`src/rtl/muldiv_pkg.sv`:
```
// Shared definitions for the HI/LO multiply/divide sequencer: operation
// encoding, controller states and the default datapath width.
package muldiv_pkg;

    localparam int DATA_WIDTH_DEFAULT = 32;

    typedef enum logic [1:0] {
        OP_MULT  = 2'b00,
        OP_MULTU = 2'b01,
        OP_DIV   = 2'b10,
        OP_DIVU  = 2'b11
    } muldiv_op_e;

    typedef enum logic [1:0] {
        ST_IDLE    = 2'b00,
        ST_MUL_RUN = 2'b01,
        ST_DIV_RUN = 2'b10,
        ST_DONE    = 2'b11
    } muldiv_state_e;

    function automatic logic op_is_div(input muldiv_op_e op);
        return (op == OP_DIV) || (op == OP_DIVU);
    endfunction

    function automatic logic op_is_signed(input muldiv_op_e op);
        return (op == OP_MULT) || (op == OP_DIV);
    endfunction

endpackage

```
`src/rtl/muldiv_iteration_unit.sv`:
```
// One combinational iteration of the unsigned multiply/divide datapath.
// The accumulator is {hi, lo}: product high/multiplier, or remainder/quotient.
module muldiv_iteration_unit #(
    parameter int DATA_WIDTH = 32
) (
    input  logic                      is_div,
    input  logic [2*DATA_WIDTH-1:0]   acc_in,
    input  logic [DATA_WIDTH-1:0]     operand,
    output logic [2*DATA_WIDTH-1:0]   acc_out
);

    logic [DATA_WIDTH-1:0] acc_hi;
    logic [DATA_WIDTH-1:0] acc_lo;
    logic [DATA_WIDTH:0]   add_term;
    logic [DATA_WIDTH:0]   add_sum;
    logic [DATA_WIDTH:0]   shifted_rem;
    logic [DATA_WIDTH:0]   sub_diff;

    assign acc_hi = acc_in[2*DATA_WIDTH-1:DATA_WIDTH];
    assign acc_lo = acc_in[DATA_WIDTH-1:0];

    // Shift-add: conditionally add the multiplicand into the high half,
    // then shift the whole accumulator right keeping the carry.
    assign add_term = acc_lo[0] ? {1'b0, operand} : {(DATA_WIDTH+1){1'b0}};
    assign add_sum  = {1'b0, acc_hi} + add_term;

    // Restoring divide: the remainder stays below the divisor, so the
    // shifted value fits in DATA_WIDTH+1 bits and the top bit of the
    // difference is the borrow.
    assign shifted_rem = {acc_hi, acc_lo[DATA_WIDTH-1]};
    assign sub_diff    = shifted_rem - {1'b0, operand};

    // NOTE: acc_out gets a default before any branch so no path leaves it unassigned, which would infer a latch.
    always_comb begin
        acc_out = {add_sum, acc_lo[DATA_WIDTH-1:1]};
        if (is_div) begin
            if (!sub_diff[DATA_WIDTH]) begin
                acc_out = {sub_diff[DATA_WIDTH-1:0], acc_lo[DATA_WIDTH-2:0], 1'b1};
            end else begin
                acc_out = {shifted_rem[DATA_WIDTH-1:0], acc_lo[DATA_WIDTH-2:0], 1'b0};
            end
        end
    end

endmodule

```
`src/rtl/hi_lo_muldiv_sequencer.sv`:
```
// Multi-cycle HI/LO multiply/divide controller: runs a 32-step shift-add or
// restoring divide, pulses the HI/LO write strobes and stalls HI/LO readers.
module hi_lo_muldiv_sequencer
    import muldiv_pkg::*;
#(
    parameter int DATA_WIDTH  = DATA_WIDTH_DEFAULT,
    parameter int ITERATIONS  = DATA_WIDTH,
    parameter int COUNT_WIDTH = $clog2(ITERATIONS) + 1
) (
    input  logic                  clk,
    input  logic                  reset,
    input  logic                  start,
    input  logic [1:0]            op,
    input  logic [DATA_WIDTH-1:0] operand_a,
    input  logic [DATA_WIDTH-1:0] operand_b,
    input  logic                  hi_lo_read_decode,
    output logic                  busy,
    output logic                  stall_fetch,
    output logic                  stall_decode,
    output logic                  clear_execute,
    output logic                  HI_register_write,
    output logic                  LO_register_write,
    output logic [DATA_WIDTH-1:0] hi_result,
    output logic [DATA_WIDTH-1:0] lo_result,
    output logic                  div_by_zero
);

    localparam logic [COUNT_WIDTH-1:0] LAST_COUNT = COUNT_WIDTH'(ITERATIONS - 1);

    muldiv_state_e           state_q, state_d;
    logic [COUNT_WIDTH-1:0]  counter_q, counter_d;
    logic                    is_div_q, is_div_d;
    logic                    sign_a_q, sign_a_d;
    logic                    sign_b_q, sign_b_d;
    logic                    dbz_q, dbz_d;
    logic [2*DATA_WIDTH-1:0] acc_q, acc_d;
    logic [DATA_WIDTH-1:0]   operand_q, operand_d;
    logic [DATA_WIDTH-1:0]   hi_hold_q, hi_hold_d;
    logic [DATA_WIDTH-1:0]   lo_hold_q, lo_hold_d;

    muldiv_op_e              op_in;
    logic                    neg_a;
    logic                    neg_b;
    logic [DATA_WIDTH-1:0]   abs_a;
    logic [DATA_WIDTH-1:0]   abs_b;
    logic [2*DATA_WIDTH-1:0] acc_step;
    logic [DATA_WIDTH-1:0]   quotient;
    logic [DATA_WIDTH-1:0]   remainder;
    logic [2*DATA_WIDTH-1:0] product_neg;
    logic [DATA_WIDTH-1:0]   hi_final;
    logic [DATA_WIDTH-1:0]   lo_final;

    assign op_in = muldiv_op_e'(op);
    assign neg_a = op_is_signed(op_in) && operand_a[DATA_WIDTH-1];
    assign neg_b = op_is_signed(op_in) && operand_b[DATA_WIDTH-1];
    assign abs_a = neg_a ? (~operand_a + 1'b1) : operand_a;
    assign abs_b = neg_b ? (~operand_b + 1'b1) : operand_b;

    muldiv_iteration_unit #(
        .DATA_WIDTH (DATA_WIDTH)
    ) u_iteration (
        .is_div  (state_q == ST_DIV_RUN),
        .acc_in  (acc_q),
        .operand (operand_q),
        .acc_out (acc_step)
    );

    // Sign correction of the unsigned magnitude result, applied in DONE.
    // A divide by zero bypasses it and presents the raw dividend/all-ones.
    assign quotient    = acc_q[DATA_WIDTH-1:0];
    assign remainder   = acc_q[2*DATA_WIDTH-1:DATA_WIDTH];
    assign product_neg = ~acc_q + 1'b1;

    always_comb begin
        hi_final = remainder;
        lo_final = quotient;
        if (dbz_q) begin
            hi_final = remainder;
            lo_final = quotient;
        end else if (is_div_q) begin
            lo_final = (sign_a_q ^ sign_b_q) ? (~quotient + 1'b1) : quotient;
            hi_final = sign_a_q ? (~remainder + 1'b1) : remainder;
        end else if (sign_a_q ^ sign_b_q) begin
            hi_final = product_neg[2*DATA_WIDTH-1:DATA_WIDTH];
            lo_final = product_neg[DATA_WIDTH-1:0];
        end
    end

    assign hi_result = (state_q == ST_DONE) ? hi_final : hi_hold_q;
    assign lo_result = (state_q == ST_DONE) ? lo_final : lo_hold_q;
    assign hi_hold_d = hi_result;
    assign lo_hold_d = lo_result;

    always_comb begin
        state_d           = state_q;
        counter_d         = counter_q;
        is_div_d          = is_div_q;
        sign_a_d          = sign_a_q;
        sign_b_d          = sign_b_q;
        dbz_d             = dbz_q;
        acc_d             = acc_q;
        operand_d         = operand_q;
        busy              = (state_q != ST_IDLE);
        HI_register_write = 1'b0;
        LO_register_write = 1'b0;
        div_by_zero       = 1'b0;

        unique case (state_q)
            ST_IDLE: begin
                if (start) begin
                    is_div_d  = op_is_div(op_in);
                    sign_a_d  = neg_a;
                    sign_b_d  = neg_b;
                    counter_d = '0;
                    dbz_d     = 1'b0;
                    if (op_is_div(op_in) && (operand_b == '0)) begin
                        dbz_d    = 1'b1;
                        sign_a_d = 1'b0;
                        sign_b_d = 1'b0;
                        acc_d    = {operand_a, {DATA_WIDTH{1'b1}}};
                        state_d  = ST_DONE;
                    end else if (op_is_div(op_in)) begin
                        acc_d     = {{DATA_WIDTH{1'b0}}, abs_a};
                        operand_d = abs_b;
                        state_d   = ST_DIV_RUN;
                    end else begin
                        acc_d     = {{DATA_WIDTH{1'b0}}, abs_b};
                        operand_d = abs_a;
                        state_d   = ST_MUL_RUN;
                    end
                end
            end
            ST_MUL_RUN, ST_DIV_RUN: begin
                acc_d     = acc_step;
                counter_d = counter_q + 1'b1;
                if (counter_q == LAST_COUNT) begin
                    state_d = ST_DONE;
                end
            end
            ST_DONE: begin
                HI_register_write = 1'b1;
                LO_register_write = 1'b1;
                div_by_zero       = dbz_q;
                state_d           = ST_IDLE;
            end
            default: state_d = ST_IDLE;
        endcase
    end

    // HI/LO are written at the end of DONE, so readers stall through it too.
    assign stall_fetch   = hi_lo_read_decode && (state_q != ST_IDLE);
    assign stall_decode  = stall_fetch;
    assign clear_execute = stall_fetch;

    // NOTE: flops use <= so every register samples the pre-edge values; blocking here would chain updates within one edge.
    always_ff @(posedge clk) begin
        if (reset) begin
            // NOTE: the datapath registers are reset as well, so an aborted operation leaves no partial result on hi/lo_result.
            state_q   <= ST_IDLE;
            counter_q <= '0;
            is_div_q  <= 1'b0;
            sign_a_q  <= 1'b0;
            sign_b_q  <= 1'b0;
            dbz_q     <= 1'b0;
            acc_q     <= '0;
            operand_q <= '0;
            hi_hold_q <= '0;
            lo_hold_q <= '0;
        end else begin
            state_q   <= state_d;
            counter_q <= counter_d;
            is_div_q  <= is_div_d;
            sign_a_q  <= sign_a_d;
            sign_b_q  <= sign_b_d;
            dbz_q     <= dbz_d;
            acc_q     <= acc_d;
            operand_q <= operand_d;
            hi_hold_q <= hi_hold_d;
            lo_hold_q <= lo_hold_d;
        end
    end

endmodule
```
`config.mk`:
```
export PLATFORM = sky130hd
export DESIGN_NAME = hi_lo_muldiv_sequencer
export DESIGN_NICKNAME = d
export VERILOG_FILES = /design/src/rtl/muldiv_pkg.sv /design/src/rtl/muldiv_iteration_unit.sv /design/src/rtl/hi_lo_muldiv_sequencer.sv
export SDC_FILE = /design/constraint.sdc
export NUM_CORES = 1
export LEC_CHECK = 0
export CORE_MARGIN = 1
export CORE_UTILIZATION = 50
export DETAILED_ROUTE_END_ITERATION = 12
export PLACE_DENSITY = 0.71
export SETUP_SLACK_MARGIN = 0.5
export SYNTH_ARGS = -nofsm -noshare
export SYNTH_HDL_FRONTEND = slang
export SYNTH_SLANG_ARGS = --single-unit
```
`constraint.sdc`:
```
create_clock -name clk -period 4 [get_ports clk]
set_input_delay 0.8 -clock clk [delete_from_list [all_inputs] [get_ports clk]]
set_output_delay 0.8 -clock clk [all_outputs]
set_load 0.1 [all_outputs]
```
* After elaboration in Yosys (flattened, before gate mapping) *
Cells that the tools add are included.

storage, ports and cells
  register bits after elaboration = 172
  bits of input ports = 70
  output and inout bits = 71

cells by class
  add/sub/neg operators = 8
  equal/unequal tests = 8
  muxes and demuxes = 32
  bitwise gates (word level) = 7
  reduce and logical (&&, ||, !) cells = 16

operators by type and width
  operator                                                          count
  32-bit two-way mux                                                15
  64-bit two-way mux                                                4
  32-bit by 1-bit adder with 32-bit output (second input constant)  4
  32-bit inverter                                                   4
  64-bit case mux with 2 select lines                               1
  64-bit by 1-bit adder with 64-bit output (second input constant)  1
  64-bit inverter                                                   1
  32-bit by 33-bit adder with 33-bit output                         1
  33-bit by 32-bit subtractor with 33-bit output                    1
  32-bit logical NOT                                                1
  6-bit case mux with 2 select lines                                1
  2-bit == test (second input constant)                             4
  2-bit two-way mux                                                 4
  6-bit by 1-bit adder with 6-bit output (second input constant)    1
  6-bit by 5-bit == test with 1-bit output (second input constant)  1
  6-bit two-way mux                                                 1
  2-bit case mux with 3 select lines                                1
  2-bit AND reduction                                               3
  1-bit two-way mux                                                 5
  1-bit logical AND                                                 4
  2-bit logical NOT                                                 2
  2-bit inequality test (second input constant)                     2
  2-bit nonzero test                                                2
  3-bit AND reduction                                               1
  other kinds (5)                                                   6

* Depth between registers and ports, before layout *
Gate-level depths: netlist (run 1).

  depth after elaboration = 8
  depth in mapped cells = 14

* Cells and area by module *
Synthesis (run 1) repeated with hierarchy kept, for this count alone.

second synthesis, totals
  cell total of the unflattened synthesis = 2059
  area total of the unflattened synthesis = 15304.7 sq um

by module, submodules not included
  module                  times used  cells each  area each (sq um)  sequential area each (sq um)
  hi_lo_muldiv_sequencer  1           1396        10714.0            3443.3
  muldiv_iteration_unit   1           663         4590.7             0.0

* Worst setup path after synthesis (run 1) *
No wires, ideal clock.

  path kind = register -> output
  start = reg acc_q[12]
  end = out hi_result[21]
  data arrival time = 4.053 ns
  required time = 3.200 ns
  setup slack = -0.853 ns
  cell stages (with the launch flop) = 13
  path buffers = 3
  path through = dfxtp_1 -> buf_2 -> or4_4 -> nor4_4 -> and4b_1 -> buf_2 -> a41oi_2 -> or2_1 -> buf_6 -> o22a_1 -> o31ai_2 -> xor2_1 -> a21oi_1

between the ends
  longest elaborated chain between the ends = 6

ends and longest elaborated chain
  element                                   line                           RTL
  start: declaration                        hi_lo_muldiv_sequencer.sv:36   logic [2*DATA_WIDTH-1:0] acc_q, acc_d;
  start signal: assignment                  hi_lo_muldiv_sequencer.sv:165  acc_q <= '0;
  start signal: assignment                  hi_lo_muldiv_sequencer.sv:176  acc_q <= acc_d;
  64-bit inverter                           hi_lo_muldiv_sequencer.sv:72   assign product_neg = ~acc_q + 1'b1;
  64-bit by 1-bit adder with 64-bit output  hi_lo_muldiv_sequencer.sv:72
  32-bit two-way mux                        hi_lo_muldiv_sequencer.sv:83   end else if (sign_a_q ^ sign_b_q) begin
  32-bit two-way mux                        hi_lo_muldiv_sequencer.sv:80   end else if (is_div_q) begin
  32-bit two-way mux                        hi_lo_muldiv_sequencer.sv:77   if (dbz_q) begin
  32-bit two-way mux                        hi_lo_muldiv_sequencer.sv:89   assign hi_result = (state_q == ST_DONE) ? hi_final : hi_hold_q;
  end: declaration                          hi_lo_muldiv_sequencer.sv:23   output logic [DATA_WIDTH-1:0] hi_result,

No other way between the ends.

* Worst setup path after layout (run 1) *
  start = reg acc_q[18]
  end = out hi_result[11]

Same word-level chain as after synthesis.

==> results of run 1 <==
[worst paths after layout]
kind	depth (start not counted)	slack, ns	to	from
worst max-delay path	12	-0.24	hi_result[11]	acc_q[18]
worst min-delay path	2	0.45	operand_q[11]	operand_q[11]
worst max register to register	12	0.60	acc_q[39]	acc_q[38]
worst min register to register	2	0.45	operand_q[11]	operand_q[11]
[registers in the layout, indices dropped and copies added (netlist names)]
signal	flops
dbz_q	1
operand_q	32
counter_q	6
sign_a_q	1
hi_hold_q	32
state_q	2
sign_b_q	1
lo_hold_q	32
is_div_q	1
acc_q	64
[kinds of logic (layout without fill, tap and decap cells)]
kind of cell / Yosys count / count (layout)
adder cells (fa/ha/maj): 74 / 74
XOR/XNOR: 176 / 176
AO/OA/AOI/OAI: 653 / 653
flip-flops: 172 / 172
buffers and inverters: 219 / 421
multiplexers: 73 / 73
AND/OR/NAND/NOR: 776 / 776
[placed cells by master, fill, tap and decap left out, drive strengths merged, types with 8 or more instances in the layout]
cell and instances:
a31oi 25, a221oi 16, a21o 32, mux2 42, clkbuf 18, nor4 31, nor2 308, nand4 20
o31ai 19, or3 18, clkdlybuf4s50 67, o221ai 25, or4 12, xor2 95, buf 253, xnor2 81
and3 10, nand2 157, mux2i 31, o21a 8, a311oi 21, nor2b 76, inv 76, o22ai 10
nand3 21, o211ai 25, nand2b 19, nor3 59, o21ai 116, and2 19, ha 72, a21oi 260
a211oi 38, dfxtp 172
[layer usage]
layer	GRT usage [%]	wire, um	share of wire (%)
met3	8.076	6281	10
met4	22.04	3694	6.0
met2	57.78	26950	44
met5	0	0	0
met1	50.95	24990	40
[tightest hold or removal path, stage by stage, from the launching register on]
cell and delay (ns):
dfxtp_1 0.31, nand2_1 0.05, a21oi_1 0.05
[per-stage QoR]
stage / power (mW) / utilization (%)
floorplan: 11.55 / -
global placement: 15.67 / 63.57
detailed placement: 15.83 / 63.57
CTS: 18.02 / 67.36
global route: 19.89 / 69.06
finish: 18.96 / 69.06
[repair_timing]
item | 4_1_cts | 5_1_grt
hold buffers | 0 | 0
pin swaps | 74 | 52
cloned | 0 | 1
setup buffers | 8 | 19
endpoints found under the hold margin | 0 | 0
setup endpoints to repair | 71 | 91
resized for setup | 100 | 84
[layout make-up]
class | instances | area share [%]
well taps | 390 | 2.359
multi-input cells | 1752 | 60.06
flip-flops and latches | 172 | 16.74
repair buffers | 321 | 16.84
inverters | 68 | 1.234
clock buffers | 17 | 2.056
clock inverters | 15 | 0.7137
[power by group through the flow]
stage / registers, mW / logic [mW] / clock network, mW
detailed placement: 2.73 / 13.1 / 0
global placement: 2.71 / 13.0 / 0
finish: 2.77 / 14.5 / 1.70
CTS: 2.72 / 13.6 / 1.70
floorplan: 2.54 / 9.02 / 0
global route: 2.79 / 15.3 / 1.78
==> results.sh, run 1 <==
export IMPL_fin_worst_skew_ns=0.01411
export IMPL_multiInputGateArea_mm2=0.01242
export IMPL_drive_above_1_share_pct=23.75
export IMPL_seqCellArea_mm2=0.003462
export IMPL_nets=2476
export IMPL_grt_pass1_vias=16230
export IMPL_die_area_mm2=0.03150
export IMPL_cts_path_max_buffers=2
export IMPL_combPwrFrac_pct=76.4
export IMPL_cts_buffers=17
export IMPL_synth_top_cells_by_count="308 x nor2_1, 260 x a21oi_1, 172 x dfxtp_1"
export IMPL_crit_arrival_ns=3.44
export IMPL_crit_type="reg2out"
export IMPL_seqPwrFrac_pct=14.6
export IMPL_start_util_pct=51.41
export IMPL_stdcell_count=2735
export IMPL_drt_pass1_iter_count=7
export IMPL_tritoncts="built"
export IMPL_grt_max_degree=79
export IMPL_crit_buf_inv=3
export IMPL_hold_class="reg2reg"
export IMPL_syn_num_nets=2287
export IMPL_setup_tns_final_ns=-2.712
export IMPL_synthAdderAreaFrac_pct=6.110
export IMPL_violations="negative setup slack"
export IMPL_synth_edf_count=0
export IMPL_stdcell_area_mm2=0.02069
export IMPL_worst_pin_slew_ns=0.9959
export IMPL_port_buffers=140
export IMPL_yosys_area_top_type="dfxtp_1"
export IMPL_drtAntennaViolNets=0
export IMPL_antenna_found_initial=0
export IMPL_switching_share_pct=54.69
export IMPL_clockRootBuffer="clkbuf_16"
export IMPL_endpoint_kind="output port"
export IMPL_final_hold_viol_count=0
export IMPL_status="complete, but fails checks"
export IMPL_yosys_register_bits=172
export IMPL_std_cell_rows=63
export IMPL_crit_path_frequent_cell="buf_4"
export IMPL_via_per_inst=6.465
export IMPL_synth_async_reset_ratio_pct=0
export IMPL_place_inst=2675
export IMPL_fin_ws_ns=-0.2357
export IMPL_maxSlewViolCount=0
export IMPL_antenna_cells=0
export IMPL_crit_path_start_kind="flip-flop"
export IMPL_yosys_top_cells_area="dfxtp_1 22%, a21oi_1 8.4%, nor2_1 7.5%, ha_1 5.8%, xor2_1 5.4%"
export IMPL_slew_headroom_pct=33.61
export IMPL_hold_slack_ns=0.4535
export IMPL_maxCapViolations=0
export IMPL_synth_most_common_cell="nor2_1"
export IMPL_gp_congestion=1.107
export IMPL_syn_area_mm2=0.01540
export IMPL_p_clk_share_pct=9.0
export IMPL_path_clk_slew_ns=0.07
export IMPL_synth_top_family_by_area="compound AO/OA/AOI/OAI gates"
export IMPL_synth_xor_xnor_area_share_pct=10.01
export IMPL_drt_iter0_drc=1922
export IMPL_area_growth_pct=34.33
export IMPL_leakagePower_nw=7.992
export IMPL_grt_overflow=0
export IMPL_layout_min_cycle_time_ns=4.236
export IMPL_cpPeakStageDelay_ns=0.53
export IMPL_intPower_mw=8.591
export IMPL_crit_required_ns=3.20
export IMPL_syn_avg_cell_area_um2=7.186
export IMPL_ys_seq_area_share_pct=22.36
export IMPL_synth_simple_area_share_pct=24.35
export IMPL_die_h_um=177.5
export IMPL_postPlaceCellArea_mm2=0.01904
export IMPL_synthMuxAreaShare_pct=5.086
export IMPL_synth_top_cell_area_share_pct=22.36
export IMPL_synth_ff_type="dfxtp_1"
export IMPL_cp_slowest_cell="or4_4"
export IMPL_route_detailed_drc=0
export IMPL_crit_chain="or4_4 > nor4_4 > and4b_2 > nand4_1 > nor3_2 > buf_4 > nor2_4 > o21ai_2 > xor2_1 > buf_4 > a21oi_4 > buf_12"
export IMPL_core_mm2=0.02995
export IMPL_vias=17680
export IMPL_peakVddDrop_uv=657.5
export IMPL_switchingPower_mw=10.37
export IMPL_cts_htree_levels=4
export IMPL_post_dp_hpwl_um=46220
export IMPL_gr_usage_all_layers_pct=38.54
export IMPL_synth_cell_types=82
export IMPL_setup_viol=25
export IMPL_max_freq_ghz=0.2361
export IMPL_yosysWarnings=0
export IMPL_pre_cts_slack_ns=0.04446
export IMPL_crit_family="simple AND/OR/NAND/NOR gates"
export IMPL_die_x_um=177.5
export IMPL_wl_per_cell_um=22.64
export IMPL_fin_crit_sh_pct=105.9
export IMPL_ios=141
export IMPL_rsz0062_at_grt="true"
export IMPL_finalWirelength_um=61920
export IMPL_p_per_area_mw_per_mm2=916.6
export IMPL_synth_compound_area_share_pct=26.42
export IMPL_grt_pass1_wl_um=92620
export IMPL_worstPathMaxFanout=4
export IMPL_fillers=2472
export IMPL_clock_sinks=172
export IMPL_clk_latency_ns=0.46
export IMPL_synthCells=2143
Power figures use the tool's default switching activity.
==> run 2: changes to the inputs <==
--- a/config.mk
+++ b/config.mk
@@ -5,6 +5,7 @@
 export SDC_FILE = /design/constraint.sdc
 export NUM_CORES = 1
 export LEC_CHECK = 0
+export ABC_AREA = 0
 export CORE_MARGIN = 1
 export CORE_UTILIZATION = 50
 export DETAILED_ROUTE_END_ITERATION = 12
==> results of run 2 <==
Same layout as run 1: the final DEF is identical, and so are final timing and power.
